[src/rtl/cnn_frame_writer_pkg.sv]
// ============================================================================
// Module      : cnn_frame_writer_pkg
// Description : Shared state encoding and lane/pixel-width defaults for the
//               CNN output frame writer.
// Revision    : 1.0 - initial release
// ============================================================================
`default_nettype none

package cnn_frame_writer_pkg;

    // Defaults for stored pixel width and pixels packed per buffer word
    localparam int C_W_PIX_DEF = 8;
    localparam int C_PACK_DEF  = 4;

    // Writer sequencing states
    typedef enum logic [1:0] {
        ST_IDLE = 2'd0,
        ST_RUN  = 2'd1,
        ST_DONE = 2'd2
    } state_t;

endpackage

`default_nettype wire

[src/rtl/cnn_pix_quant.sv]
// ============================================================================
// Module      : cnn_pix_quant
// Description : Combinational reduction of a signed W_IN-bit pixel to an
//               unsigned W_PIX-bit stored pixel.
//               Build option CNN_WRITER_CLAMP_EN: saturate to [0, 2^W_PIX-1]
//               (ReLU + clamp). Without it the low W_PIX bits are kept.
// Revision    : 1.0 - initial release
// ============================================================================
`default_nettype none

module cnn_pix_quant #(
    parameter int W_IN  = 16,
    parameter int W_PIX = 8
) (
    input  logic [W_IN-1:0]  i_data,
    output logic [W_PIX-1:0] o_pix
);

`ifdef CNN_WRITER_CLAMP_EN
    // Negative values floor at zero; anything above the stored range saturates
    always_comb begin
        if (i_data[W_IN-1]) begin
            o_pix = '0;
        end else if (|i_data[W_IN-2:W_PIX]) begin
            o_pix = '1;
        end else begin
            o_pix = i_data[W_PIX-1:0];
        end
    end
`else
    // Upper bits are intentionally discarded by plain truncation
    logic w_unused_msbs;
    assign w_unused_msbs = ^i_data[W_IN-1:W_PIX];
    assign o_pix         = i_data[W_PIX-1:0];
`endif

endmodule

`default_nettype wire

[src/rtl/cnn_frame_writer.sv]
// ============================================================================
// Module      : cnn_frame_writer
// Description : Accepts the processed pixel stream, quantises each pixel,
//               packs PACK pixels per word and writes words sequentially into
//               the output frame buffer from q_base_addr. Tracks row/col of
//               the next expected pixel and pulses o_done at frame end.
//               Build option CNN_WRITER_CLAMP_EN selects saturating
//               quantisation (see cnn_pix_quant).
// Revision    : 1.0 - initial release
// ============================================================================
`default_nettype none

module cnn_frame_writer
    import cnn_frame_writer_pkg::*;
#(
    parameter int W_SIZE       = 12,
    parameter int W_FRAME_SIZE = 25,
    parameter int W_IN         = 16,
    parameter int W_PIX        = C_W_PIX_DEF,
    parameter int PACK         = C_PACK_DEF,   // power of 2, >= 2
    parameter int W_ADDR       = 16
) (
    input  logic                    clk,
    input  logic                    rst,
    input  logic [W_SIZE-1:0]       q_width,
    input  logic [W_FRAME_SIZE-1:0] q_frame_size,
    input  logic [W_ADDR-1:0]       q_base_addr,
    input  logic                    q_start,
    input  logic                    i_valid,
    input  logic [W_IN-1:0]         i_data,
    output logic                    o_wr_en,
    output logic [W_ADDR-1:0]       o_wr_addr,
    output logic [W_PIX*PACK-1:0]   o_wr_data,
    output logic [W_SIZE-1:0]       o_row,
    output logic [W_SIZE-1:0]       o_col,
    output logic                    o_busy,
    output logic                    o_done,
    output logic                    o_err_ovf
);

    localparam int LANE_W = $clog2(PACK);

    state_t                  r_state;
    logic [W_FRAME_SIZE-1:0] r_pix_cnt;
    logic [W_ADDR-1:0]       r_word_idx;
    logic [W_PIX*PACK-1:0]   r_lanes;

    logic [W_PIX*PACK-1:0]   w_next_lanes;
    logic [W_PIX-1:0]        w_pix_q;
    logic [LANE_W-1:0]       w_lane;
    logic                    w_accept;
    logic                    w_last;
    logic                    w_word_end;

    cnn_pix_quant #(
        .W_IN  (W_IN),
        .W_PIX (W_PIX)
    ) u_quant (
        .i_data (i_data),
        .o_pix  (w_pix_q)
    );

    // Lane is the pixel index mod PACK; a word closes on its last lane or on
    // the final pixel of the frame (leaving the remaining lanes zero).
    assign w_accept   = (r_state == ST_RUN) && i_valid;
    assign w_lane     = r_pix_cnt[LANE_W-1:0];
    assign w_last     = (r_pix_cnt == (q_frame_size - W_FRAME_SIZE'(1)));
    assign w_word_end = (w_lane == LANE_W'(PACK - 1)) || w_last;

    // Current word with the incoming quantised pixel dropped into its lane
    always_comb begin
        w_next_lanes = r_lanes;
        w_next_lanes[w_lane*W_PIX +: W_PIX] = w_pix_q;
    end

    // Sequencer, counters, packer and write register
    always_ff @(posedge clk) begin
        if (rst) begin
            r_state    <= ST_IDLE;
            r_pix_cnt  <= '0;
            r_word_idx <= '0;
            r_lanes    <= '0;
            o_wr_en    <= 1'b0;
            o_wr_addr  <= '0;
            o_wr_data  <= '0;
            o_row      <= '0;
            o_col      <= '0;
            o_busy     <= 1'b0;
            o_done     <= 1'b0;
            o_err_ovf  <= 1'b0;
        end else begin
            o_wr_en <= 1'b0;
            o_done  <= 1'b0;

            case (r_state)
                ST_IDLE: begin
                    if (q_start) begin
                        o_err_ovf  <= 1'b0;
                        r_pix_cnt  <= '0;
                        r_word_idx <= '0;
                        r_lanes    <= '0;
                        o_row      <= '0;
                        o_col      <= '0;
                        if (q_frame_size == '0) begin
                            r_state <= ST_DONE;
                            o_done  <= 1'b1;
                        end else begin
                            r_state <= ST_RUN;
                            o_busy  <= 1'b1;
                        end
                    end
                end

                ST_RUN: begin
                    if (w_accept) begin
                        r_pix_cnt <= r_pix_cnt + W_FRAME_SIZE'(1);

                        if (w_word_end) begin
                            o_wr_en    <= 1'b1;
                            o_wr_addr  <= q_base_addr + r_word_idx;
                            o_wr_data  <= w_next_lanes;
                            r_lanes    <= '0;
                            r_word_idx <= r_word_idx + W_ADDR'(1);
                        end else begin
                            r_lanes <= w_next_lanes;
                        end

                        if (w_last) begin
                            o_row   <= '0;
                            o_col   <= '0;
                            r_state <= ST_DONE;
                            o_done  <= 1'b1;
                            o_busy  <= 1'b0;
                        end else if (o_col == (q_width - W_SIZE'(1))) begin
                            o_col <= '0;
                            o_row <= o_row + W_SIZE'(1);
                        end else begin
                            o_col <= o_col + W_SIZE'(1);
                        end
                    end
                end

                ST_DONE: begin
                    r_state <= ST_IDLE;
                end

                default: begin
                    r_state <= ST_IDLE;
                end
            endcase

            // Pixels arriving while not running are dropped and flagged
            if (i_valid && (r_state != ST_RUN)) begin
                o_err_ovf <= 1'b1;
            end
        end
    end

endmodule

`default_nettype wire

[config.mk]
export PLATFORM = sky130hd
export DESIGN_NAME = cnn_frame_writer
export DESIGN_NICKNAME = d
export VERILOG_FILES = /design/src/rtl/cnn_frame_writer_pkg.sv /design/src/rtl/cnn_pix_quant.sv /design/src/rtl/cnn_frame_writer.sv
export SDC_FILE = /design/constraint.sdc
export NUM_CORES = 1
export LEC_CHECK = 0
export ABC_AREA = 1
export CAP_MARGIN = 10
export CORE_AREA = 5 5 158 160
export CTS_BUF_LIST = sky130_fd_sc_hd__clkbuf_4 sky130_fd_sc_hd__clkbuf_8
export DETAILED_ROUTE_END_ITERATION = 8
export DIE_AREA = 0 0 163 165
export MAX_ROUTING_LAYER = met4
export PLACE_DENSITY = 0.64
export RECOVER_POWER = 25
export SETUP_SLACK_MARGIN = 0.5
export SYNTH_ARGS = -nofsm -noshare
export SYNTH_HDL_FRONTEND = slang
export SYNTH_SLANG_ARGS = --single-unit
[constraint.sdc]
create_clock -name clk -period 8.2 [get_ports clk]
set_input_delay 2.05 -clock clk [delete_from_list [all_inputs] [get_ports clk]]
set_output_delay 2.05 -clock clk [all_outputs]
set_load 0.01 [all_outputs]
**Word-level counts from Yosys, hierarchy flattened**

Cells that the tools add are included.

- Multiplexer cells: 40
- Add/sub/neg operators: 8
- Eq/ne operators: 11
- Bitwise operators: 2
- Reductions and logical operators: 16
- Shift-type cells: 2

Operators with widths:

| kind | number |
|---|---|
| two-way mux 32 bit | 3 |
| two-way mux 12 bit | 7 |
| case mux 32 bit (2 select lines) | 1 |
| two-way mux 25 bit | 2 |
| case mux 25 bit (2 select lines) | 1 |
| two-way mux 16 bit | 3 |
| case mux 12 bit (2 select lines) | 2 |
| negator 5 -> 34 bit | 1 |
| variable shift 8 x 34 -> 32 bit, first input constant | 1 |
| indexed part select 8 x 34 -> 32 bit | 1 |
| bitwise mux 32 bit | 1 |
| case mux 16 bit (2 select lines) | 1 |
| adder 25 x 1 -> 25 bit, second input constant | 1 |
| == test 25 bit | 1 |
| logical NOT 25 bit | 1 |
| subtractor 25 x 1 -> 25 bit, second input constant | 1 |
| adder 12 x 1 -> 12 bit, second input constant | 2 |
| adder 16 x 1 -> 16 bit, second input constant | 1 |
| adder 16 bit | 1 |
| == test 12 bit | 1 |
| two-way mux 1 bit | 12 |
| subtractor 12 x 1 -> 12 bit, second input constant | 1 |
| inequality test 2 bit, second input constant | 5 |
| AND reduction 3 bit | 3 |
| 16 further kinds | 25 |

- Output and inout port bits: 76
- Input port bits: 73
- Register bits after elaboration: 151
- Word-level logic and storage cells: 91

**Depth between registers and ports, before layout**

- Depth in word-level cells: 6
- Gate-level depth with buffers: 21
- Depth with buffers taken out: 20

**Cells and area by module**

A second synthesis with hierarchy kept.

- Cells, all modules: 1406
- Area, all modules: 9365.2 um2

Modules (own cells, without submodules):

| module | sequential area each (um2) | area an instance (um2) | instances | cells an instance |
|---|---|---|---|---|
| cnn_frame_writer | 3022.9 | 9305.2 | 1 | 1398 |
| cnn_pix_quant | 0.0 | 60.1 | 1 | 8 |

**Worst setup path after synthesis**

Ideal clock, no wire load.

- Kind: input-to-reg
- Start: input port q_frame_size[0]
- End: register r_word_idx[7]
- Setup time: 0.132 ns
- Path buffers: 2
- Setup slack: 4.117 ns
- Cell stages on the path: 19
- Required time: 8.068 ns
- Arrival: 3.951 ns
- Path through: inv_1 ha_1 nand2_2 nor2_4 buf_6 nand2_1 nand2_1 nand2_1 inv_1 nand2_1 nor2_1 nand3_1 nor2_4 nand2_4 nand3_2 nand2_1 buf_4 nand2_1 a21oi_1

- Word-level cells in the longest chain between the ends: 5

Ends and longest elaborated chain:

| item | line | source |
|---|---|---|
| start, declared | cnn_frame_writer.sv:26 | `input logic [W_FRAME_SIZE-1:0] q_frame_size,` |
| subtractor 25 x 1 -> 25 bit | cnn_frame_writer.sv:67 | `assign w_last = (r_pix_cnt == (q_frame_size - W_FRAME_SIZE'(1)));` |
| == test 25 bit | cnn_frame_writer.sv:67 |  |
| logical OR 1 bit | cnn_frame_writer.sv:68 | `assign w_word_end = (w_lane == LANE_W'(PACK - 1)) \|\| w_last;` |
| inequality test 2 bit (no line) | -- |  |
| AND reduction 4 bit (no line) | -- |  |
| end signal, assigned | cnn_frame_writer.sv:123 | `r_word_idx <= r_word_idx + W_ADDR'(1);` |
| end, declared | cnn_frame_writer.sv:45 | `logic [W_ADDR-1:0] r_word_idx;` |

Every way passes these cells.
A chain may end at the register's enable or synchronous reset.

**Worst setup path after layout**

- Start: input port q_frame_size[0]
- End: register o_wr_data[29]

- Word-level cells in the longest chain between the ends: 4

Ends and longest elaborated chain:

| item | line | source |
|---|---|---|
| subtractor 25 x 1 -> 25 bit | cnn_frame_writer.sv:67 |  |
| == test 25 bit | cnn_frame_writer.sv:67 |  |
| logical OR 1 bit | cnn_frame_writer.sv:68 |  |
| AND reduction 3 bit (no line) | -- |  |
| end signal, assigned | cnn_frame_writer.sv:121 | `o_wr_data <= w_next_lanes;` |
| end, declared | cnn_frame_writer.sv:33 | `output logic [W_PIX*PACK-1:0] o_wr_data,` |

Every way passes these cells.

==> metrics <==
internal power contribution=1.12 mW; synthesized flop and latch total=151; Reg power frac=0.473; design area=0.0112 mm²; Post-Synthesis Net Count=1,515; setup repair after global routing missed its margin=false; Final Hold Fails=0; final setup fails=0; maximum net fanout on the critical path=66; synthesized instance count=1,414; Avg Cell Area, Syn=6.53 µm²; Synth top area share=0.328; number of buffers added on ports=140; Seq. cell area=0.00302 mm²; # H-tree levels=4; final setup TNS=0 ns; share of total power in the clock network=0.352; switching component of the power=497 µW; clock transition at the register clock pins on the worst setup and hold paths after CTS=0.09 ns; leakage power total=4.61 nW; CTS sink cnt=151; Final nets=1,626; cell chosen for the clock root=sky130_fd_sc_hd__clkbuf_8; Pre-Repair DR Iteration Count=7; weighted congestion at the end of routability-driven global placement=0.862; via-per-instance ratio=4.83; total of hold buffers inserted after clock tree synthesis=0; switching power share of the total=0.308; total standard cell area after synthesis=0.00923 mm²; all-layer global routing usage=0.190; area taken by multi-input logic gates=0.00537 mm²; DP Wirelength=18,100 µm; relative max-transition margin=-0.574; failing checks=capacitance limit, slew limit; Post-synth EDFFs=0; Die Width=163 µm; largest area contributor in the netlist=sky130_fd_sc_hd__dfxtp_1; startpoint kind of the worst setup timing path=primary input; clock buffers created by TritonCTS=17; Logic pwr share=0.175; area of the core region=0.0233 mm²; ANT nets after route=0; final worst path period need=5.77 ns; type of the most critical hold path=flop to flop; drt total wl=24,700 µm; DRC marker count from the first detailed-route iteration=593; overflow left after global routing=0; number of instances resized during post-cts repair=0; Critical Path AT=6.17 ns; result of the run=finished with violations; total DRC errors in the routed layout=0; number of antenna violations at the first check in global routing=0; buffer levels on the longest clock path=2; worst clock skew=0.0177 ns; post-DR wirelength/cell=13.3 µm; synthesis-to-layout area growth=21.2%; global-route wire length before repair=41,100 µm; dpl ws=1.93 ns; number of setup buffers added after CTS=0; Cell Pwr Density=144 mW/mm²; pins over their slew limit=43; maximum resistive drop on vdd=88.1 µV; Tcrit/Tclk final=0.704; Vert. Die Dim=165 µm; WP data required=8.60 ns; routed vias=8,965; Highest Clock Rate=173 MHz; worst-margin pin slew=2.36 ns; I/O Pins=149; main area contributors after synthesis=sky130_fd_sc_hd__dfxtp_1 (33%), sky130_fd_sc_hd__nand2_1 (13%), sky130_fd_sc_hd__nor2_1 (11%), sky130_fd_sc_hd__inv_1 (6.1%), sky130_fd_sc_hd__xor2_1 (5.4%); num rows=56; largest net degree at the start of global routing=70; kind of critical path=primary input to flop; count of antenna diodes in the layout=0; total die area=0.0269 mm²; Seq/Total Area, Yosys=0.328; Synth async-reset ratio=0; Max Cap Viol=1; Yosys warning count=0; most used flip-flop cell after synthesis=sky130_fd_sc_hd__dfxtp_1; share of post-route cells with drive strength above 1=0.0436; clock tree from TritonCTS=built; Worst setup EP type=flop; Synth cell types=45; post-route worst setup slack=2.43 ns; vias in the first global route=8,371; Initial Utilization=0.397; clock network latency to the later pin of the worst-skew pair=0.45 ns; placed cell areas=0.0108 mm²; layout filler cell count=2,446
## critical path, stage by stage
cell	delay, ns
sky130_fd_sc_hd__clkdlybuf4s50_1	0.47
sky130_fd_sc_hd__inv_1	0.22
sky130_fd_sc_hd__ha_1	0.27
sky130_fd_sc_hd__nand2_2	0.13
sky130_fd_sc_hd__nor2_4	0.28
sky130_fd_sc_hd__nand4_1	0.16
sky130_fd_sc_hd__nand2_1	0.09
sky130_fd_sc_hd__nand2_1	0.05
sky130_fd_sc_hd__nand2_1	0.06
sky130_fd_sc_hd__inv_1	0.04
sky130_fd_sc_hd__nand2_1	0.11
sky130_fd_sc_hd__nor2_4	0.07
sky130_fd_sc_hd__nand2_4	0.16
sky130_fd_sc_hd__nand2_2	0.07
sky130_fd_sc_hd__nand2_2	0.48
sky130_fd_sc_hd__clkinv_2	0.92
sky130_fd_sc_hd__nand2_1	0.30
sky130_fd_sc_hd__nand2_1	0.09
sky130_fd_sc_hd__nor2_1	0.10
## sequential cells by signal, indices dropped and copies added (netlist names)
| signal | flops |
|---|---|
| o_wr_addr | 16 |
| r_lanes | 32 |
| o_done | 1 |
| o_row | 12 |
| o_busy | 1 |
| o_wr_data | 32 |
| o_wr_en | 1 |
| r_pix_cnt | 25 |
| o_col | 12 |
| r_state | 2 |
| o_err_ovf | 1 |
| r_word_idx | 16 |
## cell type report
class | count | area share
multi-input cells | 1055 | 0.480
flip-flops and latches | 151 | 0.270
repair buffers | 143 | 0.127
inverters | 157 | 0.0528
well taps | 319 | 0.0357
clock buffers | 20 | 0.0240
clock inverters | 12 | 0.0106
## metal layers
metal,vias to the layer above,global-route usage,share of wire
li1,4727,-,-
met1,4018,0.256,0.49
met2,195,0.296,0.44
met3,25,0.0344,0.048
met4,0,0.0522,0.015
met5,-,-,0
## power by group through the flow
stage	Clock (mW)	Sequential, mW	Combinational, mW
after floorplan	0	0.780	0.177
after global placement	0	0.780	0.281
after detailed placement	0	0.780	0.284
after CTS	0.583	0.763	0.285
after global routing	0.615	0.766	0.318
final	0.568	0.763	0.283
## final timing paths
| check | from | end | slack, ns | depth (start not counted) |
|---|---|---|---|---|
| setup / recovery | q_frame_size[0] | o_wr_data[29]$_SDFFE_PP0P_ | 2.43 | 19 |
| hold / removal | r_state[1]$_SDFFE_PP0P_ | o_done$_SDFF_PP0_ | 0.46 | 1 |
| setup reg to reg | r_pix_cnt[0]$_SDFFE_PP0P_ | o_wr_data[29]$_SDFFE_PP0P_ | 4.49 | 18 |
| hold reg to reg | r_state[1]$_SDFFE_PP0P_ | o_done$_SDFF_PP0_ | 0.46 | 1 |
## cells in the final DEF (no fill, tap or decap), types with 2 or more instances in the layout
cell / n
sky130_fd_sc_hd__clkinv_2: 3
sky130_fd_sc_hd__clkinvlp_4: 2
sky130_fd_sc_hd__o21ai_1: 2
sky130_fd_sc_hd__nand2_1: 310
sky130_fd_sc_hd__nor2_4: 3
sky130_fd_sc_hd__nor3b_1: 2
sky130_fd_sc_hd__nand2_2: 5
sky130_fd_sc_hd__dfxtp_1: 151
sky130_fd_sc_hd__nand3_2: 2
sky130_fd_sc_hd__nor3_1: 25
sky130_fd_sc_hd__buf_4: 2
sky130_fd_sc_hd__nor2_2: 8
sky130_fd_sc_hd__nor4_1: 5
sky130_fd_sc_hd__xnor2_1: 23
sky130_fd_sc_hd__ha_1: 27
sky130_fd_sc_hd__a21oi_1: 73
sky130_fd_sc_hd__o21ai_0: 46
sky130_fd_sc_hd__inv_2: 4
sky130_fd_sc_hd__o22ai_1: 17
sky130_fd_sc_hd__a22oi_1: 16
sky130_fd_sc_hd__inv_1: 151
sky130_fd_sc_hd__a211oi_1: 3
sky130_fd_sc_hd__clkbuf_8: 19
sky130_fd_sc_hd__dlygate4sd3_1: 55
sky130_fd_sc_hd__nand3_1: 89
sky130_fd_sc_hd__or2_2: 6
sky130_fd_sc_hd__nand3b_1: 8
sky130_fd_sc_hd__clkdlybuf4s50_1: 84
sky130_fd_sc_hd__nor2_1: 277
sky130_fd_sc_hd__o21a_1: 17
sky130_fd_sc_hd__nand4_1: 17
sky130_fd_sc_hd__clkinv_4: 4
sky130_fd_sc_hd__a31oi_1: 4
sky130_fd_sc_hd__inv_6: 2
sky130_fd_sc_hd__xnor3_1: 2
sky130_fd_sc_hd__xor2_1: 57
## metrics by stage
stage,std cells,hold slack [ns],utilization,power [mW]
after floorplan,1414,0.424,-,0.957
after global routing,1857,0.480,0.481,1.70
after detailed placement,1825,0.448,0.464,1.06
final,1857,0.457,0.481,1.61
after global placement,1825,0.444,0.464,1.06
after CTS,1857,0.453,0.481,1.63
## cells in the mapped netlist (4+ instances only)
| master | number |
|---|---|
| sky130_fd_sc_hd__buf_4 | 4 |
| sky130_fd_sc_hd__or2_2 | 6 |
| sky130_fd_sc_hd__nand2_1 | 310 |
| sky130_fd_sc_hd__clkbuf_1 | 33 |
| sky130_fd_sc_hd__nor4_1 | 5 |
| sky130_fd_sc_hd__nor3_1 | 25 |
| sky130_fd_sc_hd__nor2_2 | 8 |
| sky130_fd_sc_hd__nor2_1 | 277 |
| sky130_fd_sc_hd__nand4_1 | 17 |
| sky130_fd_sc_hd__a22oi_1 | 16 |
| sky130_fd_sc_hd__dfxtp_1 | 151 |
| sky130_fd_sc_hd__nand3b_1 | 8 |
| sky130_fd_sc_hd__nand2_2 | 5 |
| sky130_fd_sc_hd__o21ai_0 | 46 |
| sky130_fd_sc_hd__xnor2_1 | 23 |
| sky130_fd_sc_hd__o22ai_1 | 17 |
| sky130_fd_sc_hd__ha_1 | 27 |
| sky130_fd_sc_hd__xor2_1 | 57 |
| sky130_fd_sc_hd__o21a_1 | 17 |
| sky130_fd_sc_hd__buf_6 | 6 |
| sky130_fd_sc_hd__buf_2 | 5 |
| sky130_fd_sc_hd__nand3_1 | 89 |
| sky130_fd_sc_hd__a31oi_1 | 4 |
| sky130_fd_sc_hd__inv_1 | 151 |
| sky130_fd_sc_hd__a21oi_1 | 74 |
## kinds of logic (layout without fill, tap and decap cells)
group / Yosys count / after routing / share of synthesized area
fa+ha+maj: 28 / 28 / 0.0388
buf+inv: 208 / 332 / 0.0919
xor+xnor: 82 / 82 / 0.0808
flops: 151 / 151 / 0.328
compound gates: 184 / 184 / 0.114
simple gates: 761 / 761 / 0.347
Note: power is estimated with default switching activity, not from simulation.
